===== config.mk =====
export PLATFORM = sky130hd
export DESIGN_NAME = spi_line_fetcher
export DESIGN_NICKNAME = d
export VERILOG_FILES = /design/src/rtl/spi_line_fetcher.sv
export SDC_FILE = /design/constraint.sdc
export NUM_CORES = 1
export LEC_CHECK = 0
export ABC_AREA = 1
export CORE_ASPECT_RATIO = 1.2
export CORE_MARGIN = 4
export CORE_UTILIZATION = 40
export CTS_CLUSTER_DIAMETER = 30
export DETAILED_ROUTE_END_ITERATION = 8
export DONT_BUFFER_PORTS = 1
export GPL_ROUTABILITY_DRIVEN = 0
export PLACE_DENSITY_LB_ADDON = 0.1
export SLEW_MARGIN = 15
export SYNTH_ARGS = -nofsm -noshare
export SYNTH_HDL_FRONTEND = slang
export SYNTH_SLANG_ARGS = --single-unit

===== constraint.sdc =====
create_clock -name clk -period 4 [get_ports clk]
set_input_delay 0.4 -clock clk [delete_from_list [all_inputs] [get_ports clk]]
set_output_delay 0.4 -clock clk [all_outputs]
set_load 0.05 [all_outputs]

===== src/rtl/spi_line_fetcher.sv =====
// SPI ROM line fetcher: issues READ {CMD, addr}, shifts DEPTH data bits into a line buffer.
// Define SPI_LINE_FETCHER_DOUBLE_BUFFER_EN for a front/back bank pair swapped at DONE.
`timescale 1ns/1ps

module spi_line_fetcher #(
    parameter int         DEPTH = 192,
    parameter logic [7:0] CMD   = 8'h03
) (
    input  logic        clk,
    input  logic        reset_n,
    input  logic        req,
    input  logic [23:0] addr,
    output logic        busy,
    output logic        done,
    input  logic [8:0]  rd_index,
    output logic        rd_data,
    output logic        spi_cs,
    output logic        spi_sclk,
    output logic        spi_mosi,
    input  logic        spi_miso
);

    localparam int            CW         = $clog2(32 + DEPTH);
    localparam logic [CW-1:0] N_LAST     = CW'(31 + DEPTH);
    localparam logic [CW-1:0] N_CMD_LAST = CW'(31);

    typedef enum logic [1:0] {
        IDLE = 2'd0,
        XFER = 2'd1,
        DONE = 2'd2
    } state_t;

    state_t            state;
    state_t            state_next;
    logic [CW-1:0]     n;
    logic [30:0]       shift_rest;
    logic              sclk_q;
    logic              mosi_q;
    logic              last_bit;
    logic [DEPTH-1:0]  wr_buf;
    logic [DEPTH-1:0]  rd_buf;
    logic [511:0]      rd_vec;

    // sclk_q high means the rising edge for bit n has just been issued
    assign last_bit = sclk_q && (n == N_LAST);

    always_ff @(posedge clk) begin
        if (!reset_n) begin
            state <= IDLE;
        end else begin
            state <= state_next;
        end
    end

    always_comb begin
        state_next = state;
        case (state)
            IDLE:    if (req) state_next = XFER;
            XFER:    if (last_bit) state_next = DONE;
            DONE:    state_next = IDLE;
            default: state_next = IDLE;
        endcase
    end

    always_comb begin
        busy   = 1'b0;
        done   = 1'b0;
        spi_cs = 1'b0;
        case (state)
            XFER: begin
                busy   = 1'b1;
                spi_cs = 1'b1;
            end
            DONE:    done = 1'b1;
            default: ;
        endcase
    end

    // mosi_q holds the bit on the wire; shift_rest holds the bits still to send
    always_ff @(posedge clk) begin
        if (!reset_n) begin
            n          <= '0;
            shift_rest <= '0;
            sclk_q     <= 1'b0;
            mosi_q     <= 1'b0;
            wr_buf     <= '0;
`ifdef SPI_LINE_FETCHER_DOUBLE_BUFFER_EN
            rd_buf     <= '0;
`endif
        end else begin
            case (state)
                IDLE: begin
                    sclk_q <= 1'b0;
                    mosi_q <= 1'b0;
                    if (req) begin
                        n          <= '0;
                        shift_rest <= {CMD[6:0], addr};
                        mosi_q     <= CMD[7];
                    end
                end
                XFER: begin
                    sclk_q <= ~sclk_q;
                    if (!sclk_q) begin
                        if (n > N_CMD_LAST) begin
                            wr_buf <= {wr_buf[DEPTH-2:0], spi_miso};
                        end
                    end else if (last_bit) begin
                        mosi_q <= 1'b0;
`ifdef SPI_LINE_FETCHER_DOUBLE_BUFFER_EN
                        // back bank is fully rewritten each fetch, so a copy acts as the swap
                        rd_buf <= wr_buf;
`endif
                    end else begin
                        n          <= n + CW'(1);
                        shift_rest <= {shift_rest[29:0], 1'b0};
                        mosi_q     <= (n < N_CMD_LAST) ? shift_rest[30] : 1'b0;
                    end
                end
                default: begin
                    sclk_q <= 1'b0;
                    mosi_q <= 1'b0;
                end
            endcase
        end
    end

`ifndef SPI_LINE_FETCHER_DOUBLE_BUFFER_EN
    assign rd_buf = wr_buf;
`endif

    // zero-extension makes every index >= DEPTH read back as 0
    assign rd_vec   = 512'(rd_buf);
    assign rd_data  = rd_vec[rd_index];
    assign spi_sclk = sclk_q;
    assign spi_mosi = mosi_q;

endmodule


==> impl_metrics.py, run 1 <==
metrics = {
    "sta": {
        "tns_ns": 0,
        "timing.hold.ws_ns": 0.0131,
        "worst_slew_pin_slew_ns": 1.06,
        "finalCritPeriodShare_pct": 69.3,
        "min_period_ns": 2.77,
        "fmax_ghz": 0.361,
        "fin_skew_ns": 0.0176,
        "slew_headroom_pct": 29.3,
        "setup_viol": 0,
        "hold_viol": 0,
        "rsz0062_at_grt": "false",
        "drv_slew": 0,
    },
    "global_route": {
        "grt_max_degree": 219,
        "track_usage_pct": 18.6,
        "antenna_found_initial": 1,
        "grt-ovfl-total": 0,
        "grt_pass1_wl_um": 45300,
        "grt_pass1_vias": 9442,
    },
    "critical_path": {
        "crit_path_cell_trace": "inv_1 -> nand3_1 -> nand3_1 -> nand2_1 -> nand2_1 -> nand3_1 -> nand3_1 -> nand3_1 -> a21oi_1 -> buf_4",
        "critPathMaxFanout": 25,
        "cp_slowest_cell": "inv_1",
        "r2r-end": "n[6]",
        "reg2regPathDepth": 10,
        "r2r_setup_slack_ns": 1.54,
        "critPathArrivalTime_ns": 2.37,
        "timing.rr.start": "state[0]",
        "worst_path_largest_cell_delay_ns": 0.76,
        "start_kind": "primary input",
        "crit_path_end_kind": "output pin",
        "crit_type": "primary input to output pin",
        "required_ns": 3.60,
        "crit_top_cell": "nand3_1",
    },
    "clock_tree": {
        "cts.sinks": 235,
        "cts.htree.levels": 2,
        "cts_setup_buffers": 0,
        "worstSkewPairLatency_ns": 0.54,
        "cts_resized": 0,
        "cts_made_buffers": 52,
        "cts_tree": "built",
        "root_buffer": "clkbuf_16",
        "cts_hold_buffers": 2,
        "ctsLongestPathBuffers": 3,
        "clk_pin_slew_ns": 0.04,
    },
    "detailed_routing": {
        "wl_um": 26300,
        "vias": 9519,
        "drtAntennaViolNets": 0,
        "drc": 0,
        "viasPerCell": 5.20,
        "first_pass_iters": 5,
        "post_drt_wl_per_cell_um": 14.4,
        "dr.first_iter.drc_count": 633,
    },
    "die": {
        "ios": 43,
        "die-area_mm2": 0.0286,
        "core_region_area_mm2": 0.0255,
        "chipHeight_um": 184,
        "start_util_pct": 40.6,
        "fp.dieW_um": 155,
        "rows": 64,
    },
    "cells_and_area": {
        "final_cell_mix": "407 x nor2_1, 277 x nand2_1, 235 x dfxtp_1",
        "area_delta_synth_final_pct": 16.2,
        "nets": 1500,
        "mostFrequentLayoutCell": "nor2_1",
        "antennaDiodeCount": 0,
        "layout-drive-gt1-share_pct": 7.00,
        "final_cell_count_no_fill": 1830,
        "design_area_mm2": 0.0120,
    },
    "place": {
        "io_buffer_count": 0,
        "place_area_mm2": 0.0103,
        "dp_cells": 1735,
        "hpwl_um": 13200,
    },
    "logic_synthesis": {
        "synth_cells": 1515,
        "yosysUniqueCellTypes": 33,
        "yosysSeqAreaShare_pct": 45.4,
        "ys_seq_elements": 235,
        "syn_area_mm2": 0.0104,
        "synth_nets": 1553,
        "synth_warnings": 0,
        "syn_avg_cell_area_um2": 6.84,
    },
    "power_and_ir_drop": {
        "p_leak_nw": 4.47,
        "power_per_cell_area_mw_per_mm2": 573,
        "peakVddDrop_v": 0.000387,
    },
    "min_path": {
        "min_delay_worst_endpoint": "shift_rest[1]",
        "hp-start": "reset_n",
        "min_path_type": "primary input to flip-flop",
        "min_path_cells": 2,
    },
    "flow_run": {
        "cap_violations": 0,
    },
    "run_status": {
        "status": "finished clean",
    },
}
[worst max-delay path: cells and delay by family]
family	cells	cell delay, ns
AND/OR/NAND/NOR	7	0.71
buffers and inverters	2	1.01
AO/OA/AOI/OAI	1	0.23
[flip-flops by register name, indices dropped and copies added, names as in the netlist]
register	flops
n	8
spi_mosi	1
shift_rest	31
state	2
rd_buf	192
spi_sclk	1
[kinds of logic (layout without fill, tap and decap cells)]
kind of cell               after synthesis  after routing  synth area share (%)
DFF                                    235            235                  45.4
adders and majority gates                1              1                 0.121
buffers and inverters                  139            124                  6.81
xor gates and xnor gates                 2              2                 0.169
AOI/OAI and AO/OA                      268            268                  13.4
and+or+nand+nor                        870            870                  34.1
[layout make-up]
cell class / instances / area, µm²
sequential: 235 / 4700
clock buffer: 77 / 1560
tap: 330 / 413
fill: 2634 / 13500
clock inverter: 15 / 208
multi-input combinational: 1141 / 4960
inverter: 21 / 88.8
timing repair buffer: 11 / 115
[routing by layer]
metal  up-vias  GRT usage, %  wire (µm)
met1      4437          23.0      12100
met2       184          31.5      11900
met3        52          4.96       1600
met4         2          6.25        616
met5         -             0         13
li1       4844             -          -
[report_power, final]
| group | switching, mW | total, mW | internal, mW |
|---|---|---|---|
| clock network | 1.24 | 4.20 | 2.96 |
| registers | 0.0233 | 2.41 | 2.39 |
| logic | 0.187 | 0.282 | 0.0948 |
[worst max path at each step]
stage                            from       to  slack, ns
after global routing      rd_index[0]  rd_data       1.01
after CTS                 rd_index[2]  rd_data       1.20
after floorplan           rd_index[0]  rd_data       1.46
after global placement    rd_index[0]  rd_data       1.22
final                     rd_index[2]  rd_data       1.23
after detailed placement  rd_index[2]  rd_data       1.22
[synth_stat cells (all sizes together)]
master | n | area [µm²]
inv | 21 | 83.8
ha | 1 | 12.5
nor3 | 5 | 30.0
a31oi | 23 | 144
nand3 | 174 | 881
o41ai | 1 | 8.76
clkbuf | 56 | 210
nand2 | 280 | 1060
o21ai | 222 | 1110
a211oi | 1 | 7.51
nor2 | 410 | 1560
buf | 62 | 412
a21oi | 16 | 80.1
o211a | 1 | 10.0
nor4 | 1 | 6.26
a22oi | 1 | 7.51
o22ai | 1 | 6.26
o31ai | 2 | 15.0
xor2 | 2 | 17.5
dfxtp | 235 | 4700
[through the flow]
stage	worst slack (ns)	utilization, %	total power [mW]
5_1_grt	1.01	47.2	7.17
6_report	1.23	47.2	6.90
2_1_floorplan	1.46	-	2.74
4_1_cts	1.20	47.1	6.99
3_3_place_gp	1.22	40.1	2.73
3_5_place_dp	1.22	40.1	2.74
Power figures use the tool's default switching activity.
==> run 2: changes to the inputs <==
Clock period 4 ns to 2.45 ns, I/O delays scaled along.
==> run 2 against run 1 <==
Clock power grew 72%. Combinational power increased by 120%. Non-clock buffer count rose by 82. Global-route usage is 0.76 points higher. Count of clock-buffer cells in the layout shrank 5. Critical endpoint unchanged. Largest cell class unchanged.
==> impl_metrics.py, run 2 (synthesis gave the netlist of run 1 again) <==
metrics = {
    "critical_path": {
        "crit_top_cell": "nand3_1",
        "required_ns": 2.20,
        "cp_slowest_cell": "dfxtp_1",
        "critPathArrivalTime_ns": 2.00,
        "crit_path_end_kind": "output pin",
        "start_kind": "flip-flop",
        "cp_num_buf_inv": 1,
        "critPathMaxFanout": 3,
        "critical_path.top_delay_family": "simple AND/OR/NAND/NOR gates",
        "worst_path_largest_cell_delay_ns": 0.34,
        "crit_type": "flip-flop to output pin",
        "crit_path_cell_trace": "nand2_1 -> nand3_1 -> nand3_1 -> nand2_1 -> nand2_1 -> nand3_1 -> nand3_1 -> nand2_1 -> nand3_1 -> a21oi_2 -> buf_6",
    },
    "detailed_routing": {
        "vias": 9822,
        "first_pass_iters": 5,
        "viasPerCell": 5.12,
        "wl_um": 28100,
        "dr.first_iter.drc_count": 640,
        "drtAntennaViolNets": 0,
        "post_drt_wl_per_cell_um": 14.7,
        "drc": 0,
    },
    "clock_tree": {
        "cts_tree": "built",
        "clk_pin_slew_ns": 0.05,
        "worstSkewPairLatency_ns": 0.55,
        "cts_made_buffers": 54,
        "cts.sinks": 235,
        "root_buffer": "clkbuf_16",
        "ctsLongestPathBuffers": 3,
        "cts.htree.levels": 2,
    },
    "cells_and_area": {
        "reg.largest.list": "rd_buf x192, shift_rest x31, n x8",
        "largest_register_ffs": 192,
        "design_area_mm2": 0.0131,
        "antennaDiodeCount": 0,
        "area_delta_synth_final_pct": 26.1,
        "layout-drive-gt1-share_pct": 7.75,
        "nets": 1584,
        "mostFrequentLayoutCell": "nor2_1",
        "regMostFlops": "rd_buf",
        "final_cell_count_no_fill": 1917,
        "final_cell_mix": "406 x nor2_1, 277 x nand2_1, 234 x dfxtp_1",
    },
    "sta": {
        "tns_ns": 0,
        "drv_slew": 0,
        "rsz0062_at_grt": "false",
        "finalCritPeriodShare_pct": 91.8,
        "worst_slew_pin_slew_ns": 0.808,
        "fin_skew_ns": 0.0230,
        "timing.hold.ws_ns": 0.00626,
        "slew_headroom_pct": 46.1,
        "setup_viol": 0,
        "hold_viol": 0,
        "min_period_ns": 2.25,
        "fmax_ghz": 0.444,
    },
    "die": {
        "chipHeight_um": 184,
        "ios": 43,
        "start_util_pct": 40.6,
        "rows": 64,
        "die-area_mm2": 0.0286,
        "fp.dieW_um": 155,
        "core_region_area_mm2": 0.0255,
    },
    "min_path": {
        "min_path_type": "primary input to flip-flop",
    },
    "place": {
        "io_buffer_count": 0,
        "dp_cells": 1742,
        "hpwl_um": 13300,
        "place_area_mm2": 0.0104,
    },
    "power_and_ir_drop": {
        "power_per_cell_area_mw_per_mm2": 902,
        "p_leak_nw": 4.89,
        "peakVddDrop_v": 0.000703,
    },
    "run_status": {
        "status": "finished clean",
    },
    "global_route": {
        "grt_max_degree": 193,
        "grt-ovfl-total": 0,
        "grt_pass1_wl_um": 46900,
        "grt_pass1_vias": 9541,
        "track_usage_pct": 19.4,
        "antenna_found_initial": 0,
    },
    "flow_run": {
        "cap_violations": 0,
    },
}
==> run 2: changes by cell type in the layout (fill, tap and decap cells not counted), moves of 2 or more <==
| cell | before | now |
|---|---|---|
| clkbuf_16 | 53 | 55 |
| buf_12 | 2 | 8 |
| bufinv_16 | 5 | 8 |
| dlygate4sd3_1 | 3 | 74 |
| clkbuf_8 | 14 | 7 |
| buf_16 | 0 | 2 |
| clkinv_4 | 0 | 2 |
| clkinvlp_4 | 0 | 3 |
==> run 2: repair_timing <==
| action | CTS | global route |
|---|---|---|
| setup buffers | 0 | 2 |
| hold buffers | 75 | 0 |
| hold endpoints to repair | 229 | 0 |
| gates resized for setup | 0 | 6 |
| endpoints found under the setup margin | 0 | 50 |
==> run 2: where the power goes <==
group	switching [mW]	internal, mW
Sequential	0.0342	3.90
Combinational	0.369	0.256
Clock	2.18	5.05
Total	2.58	9.21
==> run 2: through the flow <==
stage	setup WS (ns)	power, mW	util [%]
global placement	0.399	4.48	40.7
finish	0.200	11.8	51.2
global route	0.00136	12.2	51.2
detailed placement	0.374	4.49	40.7
CTS	0.0913	11.9	50.9
floorplan	0.224	4.47	-
==> run 2: final timing paths <==
check / cells past startpoint / endpoint / slack [ns] / from
setup / recovery: 11 / rd_data / 0.20 / rd_buf[180]
hold reg to reg: 2 / shift_rest[22] / 0.48 / shift_rest[21]
setup reg to reg: 9 / rd_buf[51] / 0.22 / state[0]
hold / removal: 2 / shift_rest[27] / 0.006 / reset_n
==> run 2: metal layers <==
layer | vias to the layer above | part of all wire [%] | routed length (µm) | GRT usage, %
met4 | 0 | 2.1 | 582 | 6.36
met3 | 42 | 6.1 | 1710 | 3.99
li1 | 5015 | - | - | -
met1 | 4533 | 45 | 12600 | 24.6
met2 | 232 | 47 | 13200 | 32.9
met5 | - | 0 | 0 | 0
==> run 2: area by class of cell <==
cell class | instances | area (µm²)
fillers | 2537 | 12500
well taps | 330 | 413
flip-flops and latches | 235 | 4710
clock buffers | 72 | 1490
clock inverters | 25 | 359
multi-input cells | 1141 | 4970
repair buffers | 93 | 1040
inverters | 21 | 88.8
